--- config.mk ---
export PLATFORM = sky130hd
export DESIGN_NAME = regf_sb
export DESIGN_NICKNAME = d
export VERILOG_FILES = /design/src/rtl/regf_sb.sv
export SDC_FILE = /design/constraint.sdc
export NUM_CORES = 2
export LEC_CHECK = 0
export BUFFER_PORTS_ARGS = -buffer_cell sky130_fd_sc_hd__buf_4
export CAP_MARGIN = 20
export CORE_UTILIZATION = 50
export CTS_CLUSTER_DIAMETER = 120
export DETAILED_ROUTE_END_ITERATION = 10
export PLACE_DENSITY = 0.72
export SETUP_SLACK_MARGIN = 0.02
export SLEW_MARGIN = 20
export SYNTH_ARGS = -nofsm -noshare
export SYNTH_HDL_FRONTEND = slang
export SYNTH_SLANG_ARGS = --single-unit
--- constraint.sdc ---
create_clock -name i_clk -period 38.2 [get_ports i_clk]
set_input_delay 3.82 -clock i_clk [delete_from_list [all_inputs] [get_ports i_clk]]
set_output_delay 3.82 -clock i_clk [all_outputs]
set_load 0.05 [all_outputs]
--- src/rtl/regf_sb.sv ---
// regf_sb: register file with integrated busy-bit scoreboard.
//   Two registered read ports with write-first bypass from the write-back port.
//   Register 0 is hardwired to zero and is never busy.
//   A busy bit per register tracks in-flight producers so issue can stall.
// Ports:
//   i_clk, i_rst          clock, asynchronous active-high reset
//   i_reg0/i_reg1         read indices; o_reg0/o_reg1 data, o_rdy0/o_rdy1 ready
//   i_wb_en/_reg/_val     write-back port (writes data, clears busy)
//   i_iss_en/i_iss_reg    issue: marks destination busy
//   i_flush               clears all busy bits
//   o_busy                current busy vector (flop output)
module regf_sb #(
  parameter int unsigned WIDTH = 32,
  parameter int unsigned NREGS = 32,
  parameter int unsigned AW    = $clog2(NREGS)
) (
  input  logic             i_clk,
  input  logic             i_rst,
  input  logic [AW-1:0]    i_reg0,
  input  logic [AW-1:0]    i_reg1,
  input  logic             i_wb_en,
  input  logic [AW-1:0]    i_wb_reg,
  input  logic [WIDTH-1:0] i_wb_val,
  input  logic             i_iss_en,
  input  logic [AW-1:0]    i_iss_reg,
  input  logic             i_flush,
  output logic [WIDTH-1:0] o_reg0,
  output logic [WIDTH-1:0] o_reg1,
  output logic             o_rdy0,
  output logic             o_rdy1,
  output logic [NREGS-1:0] o_busy
);

  logic [WIDTH-1:0] mem [NREGS];
  logic [NREGS-1:0] busy;
  logic [NREGS-1:0] busy_nxt_c;
  logic             wb_hit_c;
  logic [WIDTH-1:0] rd0_c;
  logic [WIDTH-1:0] rd1_c;
  logic             rdy0_c;
  logic             rdy1_c;

  assign o_busy = busy;

  // Write-back to index 0 is discarded entirely.
  assign wb_hit_c = i_wb_en && (i_wb_reg != AW'(0));

  // Read data with write-first bypass; index 0 reads zero.
  always_comb begin
    rd0_c = mem[i_reg0];
    rd1_c = mem[i_reg1];
    if (wb_hit_c && (i_wb_reg == i_reg0)) rd0_c = i_wb_val;
    if (wb_hit_c && (i_wb_reg == i_reg1)) rd1_c = i_wb_val;
    if (i_reg0 == AW'(0)) rd0_c = '0;
    if (i_reg1 == AW'(0)) rd1_c = '0;
  end

  // Ready uses busy state before this cycle's issue/flush update.
  always_comb begin
    rdy0_c = (i_reg0 == AW'(0)) || !busy[i_reg0] || (i_wb_en && (i_wb_reg == i_reg0));
    rdy1_c = (i_reg1 == AW'(0)) || !busy[i_reg1] || (i_wb_en && (i_wb_reg == i_reg1));
  end

  // Busy update: flush beats issue, issue set beats write-back clear.
  always_comb begin
    busy_nxt_c = busy;
    if (i_flush) begin
      busy_nxt_c = '0;
    end else begin
      if (wb_hit_c) busy_nxt_c[i_wb_reg] = 1'b0;
      if (i_iss_en && (i_iss_reg != AW'(0))) busy_nxt_c[i_iss_reg] = 1'b1;
    end
    busy_nxt_c[0] = 1'b0;
  end

  // Storage array; entry 0 is only ever written by reset.
  always_ff @(posedge i_clk or posedge i_rst) begin
    if (i_rst) begin
      for (int i = 0; i < int'(NREGS); i++) mem[i] <= '0;
    end else if (wb_hit_c) begin
      mem[i_wb_reg] <= i_wb_val;
    end
  end

  // Scoreboard state.
  always_ff @(posedge i_clk or posedge i_rst) begin
    if (i_rst) busy <= '0;
    else       busy <= busy_nxt_c;
  end

  // Registered read ports.
  always_ff @(posedge i_clk or posedge i_rst) begin
    if (i_rst) begin
      o_reg0 <= '0;
      o_reg1 <= '0;
      o_rdy0 <= 1'b1;
      o_rdy1 <= 1'b1;
    end else begin
      o_reg0 <= rd0_c;
      o_reg1 <= rd1_c;
      o_rdy0 <= rdy0_c;
      o_rdy1 <= rdy1_c;
    end
  end

endmodule

==> metrics.md <==
| Metric | Value |
|---|---|
| Crit path launch type | `input pin` |
| Final instance area | `roughly 0.065 mm2` |
| WL met3 | `between 20000 and 25000 um` |
| Routed wire per std cell | `35.2 um` |
| Area leader, netlist | `dfrtp_1` |
| Setup slack after layout | `slightly above 30000 ps` |
| CP bufs+invs | `4` |
| Initial Util | `0.507` |
| Worst-Margin Slew | `roughly 1300 ps` |
| RePlAce Congestion | `between 0.8 and 0.9` |
| RR Startpoint | `mem[5]$_DFFE_PP0P_` |
| Pre-Repair DR Iteration Count | `6` |
| P&R area growth vs syn | `9.33%` |
| Period Utilization, post-route | `0.194` |
| Worst-path cell chain | `buf_8, buf_12, buf_4, buf_4, mux4_2, a22o_1, o21a_1, o31a_1` |
| Mean Syn Cell Area | `approximately 14 um2` |
| Share of layout cells above drive strength 1 | `0.475` |
| Warnings, synthesis | `0` |
| Fmax | `135 MHz` |
| Data arrival, critical path | `8000 ps` |
| Antenna viol nets, final | `0` |
| Core Area | `roughly 0.12 mm2` |
| Drc violations | `0` |
| Die area | `roughly 0.12 mm2` |
| Clock latency on the worst-skew pair | `roughly 720 ps` |
| Top Layer Used | `met5` |
| Slew headroom | `0.150` |
| MaxCap Viol Count | `0` |
| # IOs | `between 150 and 200` |
| Largest net degree at the start of global routing | `roughly 160` |
| Routed wl met2 | `approximately 91000 um` |
| Vias in the first global route | `just over 40000` |
| Clk buf depth | `3` |
| IO buf count | `153` |
| Gate Count Post-Synth | `between 4000 and 5000` |
| Global-route wire length before repair | `~290000 um` |
| Dpl cell area | `between 0.06 and 0.07 mm2` |
| Antenna violations before repair | `6` |
| GRT Overall Usage | `0.336` |
| Post-cts hold buffer count | `0` |
| WL met1 | `74200 um` |
| Hold Path Class | `reg -> reg` |
| Most common cell on crit path | `buf_4` |
| Number of library cell types mapped by synthesis | `76` |
| R2r setup slk | `approximately 36000 ps` |
| TritonCTS Buffers | `116` |
| CP Class | `in -> reg` |
| Worst flop-to-flop path endpoint | `o_reg0[5]$_DFF_PP0_` |
| Reg clk slew, reported paths | `approximately 60 ps` |
| Reg2Reg Depth | `5` |
| Crit path largest cell delay | `~850 ps` |
| Final Non-Filler Cells | `around 5700` |
| WHS Endpoint | `mem[992]$_DFFE_PP0P_` |
| # nets final | `around 4100` |
| Worst path slowest cell | `buf_4` |
| RSZ-0062 raised after global routing | `false` |
| Total power | `around 0.0034 W` |
| Top-area cell type share of the netlist area | `0.473` |
| Worst hold path depth | `0` |
| Async SR Flop Fraction | `1.00` |
| Die Width | `about 350 um` |
| Setup TNS | `0 ps` |
| Dominant synthesized flop cell | `dfrtp_1` |
| Post-Route WL | `about 200000 um` |
| Final hold violation count | `0` |
| DP Worst Slack | `approximately 30000 ps` |
| Final-report setup violation count | `0` |
| Setup repair bufs after CTS | `0` |
| Min Tclk post-route | `around 7400 ps` |
| Drt via density | `just over 7` |
| Setup Skew | `21.8 ps` |
| Post-DP HPWL | `~110000 um` |
| CP delay by family, top | `buffers and inverters` |
| Required time worst endpoint | `38790 ps` |
| Yosys reg bits | `roughly 1100` |
| CP Capture Type | `flip-flop` |
| Max Slew Vio Count | `0` |
| Post-CTS sizing | `0` |
| Synthesized area | `0.0592 mm2` |
| Worst Hold Launch | `mem[992]$_DFFE_PP0P_` |
| Root buf cell | `clkbuf_16` |
| CTS tree | `done` |
| Clock sink total | `1121` |
| DR vias | `40483` |
| Crit Path Max Fanout | `roughly 120` |
| Sequential fraction of the synthesis area | `0.474` |
| Vert. Die Dim | `346 um` |
| Pleak | `~28 nW` |
| Htree depth | `3` |
| Outcome | `complete, no violations` |
| Post-synthesis net count | `about 4200` |
| Post-synth EDFFs | `0` |
| DP Cell Count | `between 5000 and 6000` |
| # rows | `around 130` |
| Congestion Overflow GR | `0` |
| Main area contributors after synthesis | `dfrtp_1 47%, mux2_2 21%, mux4_2 15%` |
| 1st-iter DRT viols | `4662` |
| Pwr Density | `about 53 mW/mm2` |
| Max VDD drop | `~37 uV` |
worst register-to-register path, stage by stage, from the launching register on:
cell and delay [ps]:
dfrtp_1 390, mux4_2 460, mux2i_1 400, a2111oi_0 270, nor4_1 670, nor2_1 170
worst max path at each step:
| stage | from | to | cells after the start | slack, ps |
|---|---|---|---|---|
| 6_report | i_reg0[0] | o_reg0[11]$_DFF_PP0_ | 8 | 30800 |
| 5_1_grt | i_reg0[0] | o_reg0[14]$_DFF_PP0_ | 9 | 30520 |
| 4_1_cts | i_rst | mem[240]$_DFFE_PP0P_ | 6 | 30810 |
| 3_5_place_dp | i_rst | mem[41]$_DFFE_PP0P_ | 6 | 30070 |
| 3_3_place_gp | i_reg0[0] | o_reg0[14]$_DFF_PP0_ | 8 | 30070 |
| 2_1_floorplan | i_rst | mem[0]$_DFFE_PP0P_ | 1 | 2820 |
per-layer routing:
metal / vias up / GRT usage
li1: 15854 / -
met1: 21420 / 0.434
met2: 2475 / 0.508
met3: 730 / 0.0900
met4: 4 / 0.203
met5: - / 0
layout make-up:
cell class | instances | area (um2)
sequential | 1121 | 28100
inverter | 8 | 37.5
timing repair buffer | 245 | 1950
antenna | 7 | 17.5
fill | 9275 | 52100
tap | 1524 | 1910
clock buffer | 168 | 3360
clock inverter | 46 | 430
multi-input combinational | 2595 | 29000
power by group:
part	switching (W)	leakage (nW)	internal, W
clock	0.000489	1.89	0.000655
sequential	0.000162	14.4	0.00140
combinational	0.000320	12.0	0.000382
cells in the mapped netlist, types with 25 or more instances:
cell / instances
a221o_1: 32
mux2_2: 1099
a221oi_1: 29
buf_6: 25
buf_4: 40
a22oi_1: 96
o22ai_1: 78
buf_1: 27
nor3_1: 31
dfrtp_1: 1119
a21oi_1: 60
clkbuf_1: 197
a211oi_1: 27
buf_2: 164
nor2_1: 132
mux2i_1: 188
nor2b_1: 27
mux4_2: 391
nand2_1: 70
o21ai_0: 61
nor4_1: 35
layout by cell type (no fill, tap or decap), types with 16 or more instances in the layout:
cell type / count
dfrtp_1: 1119
mux2_2: 1099
mux4_2: 391
buf_4: 232
mux2i_1: 188
clkbuf_16: 119
nor2_1: 116
a22oi_1: 96
o22ai_1: 78
nand2_1: 64
o21ai_0: 61
a21oi_1: 60
nor4_1: 35
a221o_1: 32
clkinv_2: 32
nor3_1: 31
a221oi_1: 29
clkbuf_1: 29
a211oi_1: 27
nor2b_1: 21
clkbuf_8: 20
nand3_1: 19
nand2_2: 18
o221ai_1: 16
metrics by stage:
| step | hold WS, ps | utilization |
|---|---|---|
| 2_1_floorplan | 441 | - |
| 3_3_place_gp | 376 | 0.521 |
| 3_5_place_dp | 384 | 0.521 |
| 4_1_cts | 397 | 0.554 |
| 5_1_grt | 409 | 0.554 |
| 6_report | 392 | 0.554 |
state kept, by name, summed over array words and instances (netlist names):
register	cells
o_reg0	32
o_busy	31
mem	1024
o_rdy0	1
o_rdy1	1
o_reg1	32
logic make-up (layout without fill, tap and decap cells):
family                 Yosys count  in the layout  synth area share
multiplexers                  1678           1678             0.390
flip-flops                    1121           1121             0.474
AO/OA/AOI/OAI                  482            482            0.0576
buffers and inverters          471            467            0.0403
AND/OR/NAND/NOR                424            424            0.0372
XOR/XNOR                        10             10           0.00148
other                            1              8         0.0000633
Note: power is estimated with default switching activity, not from simulation.
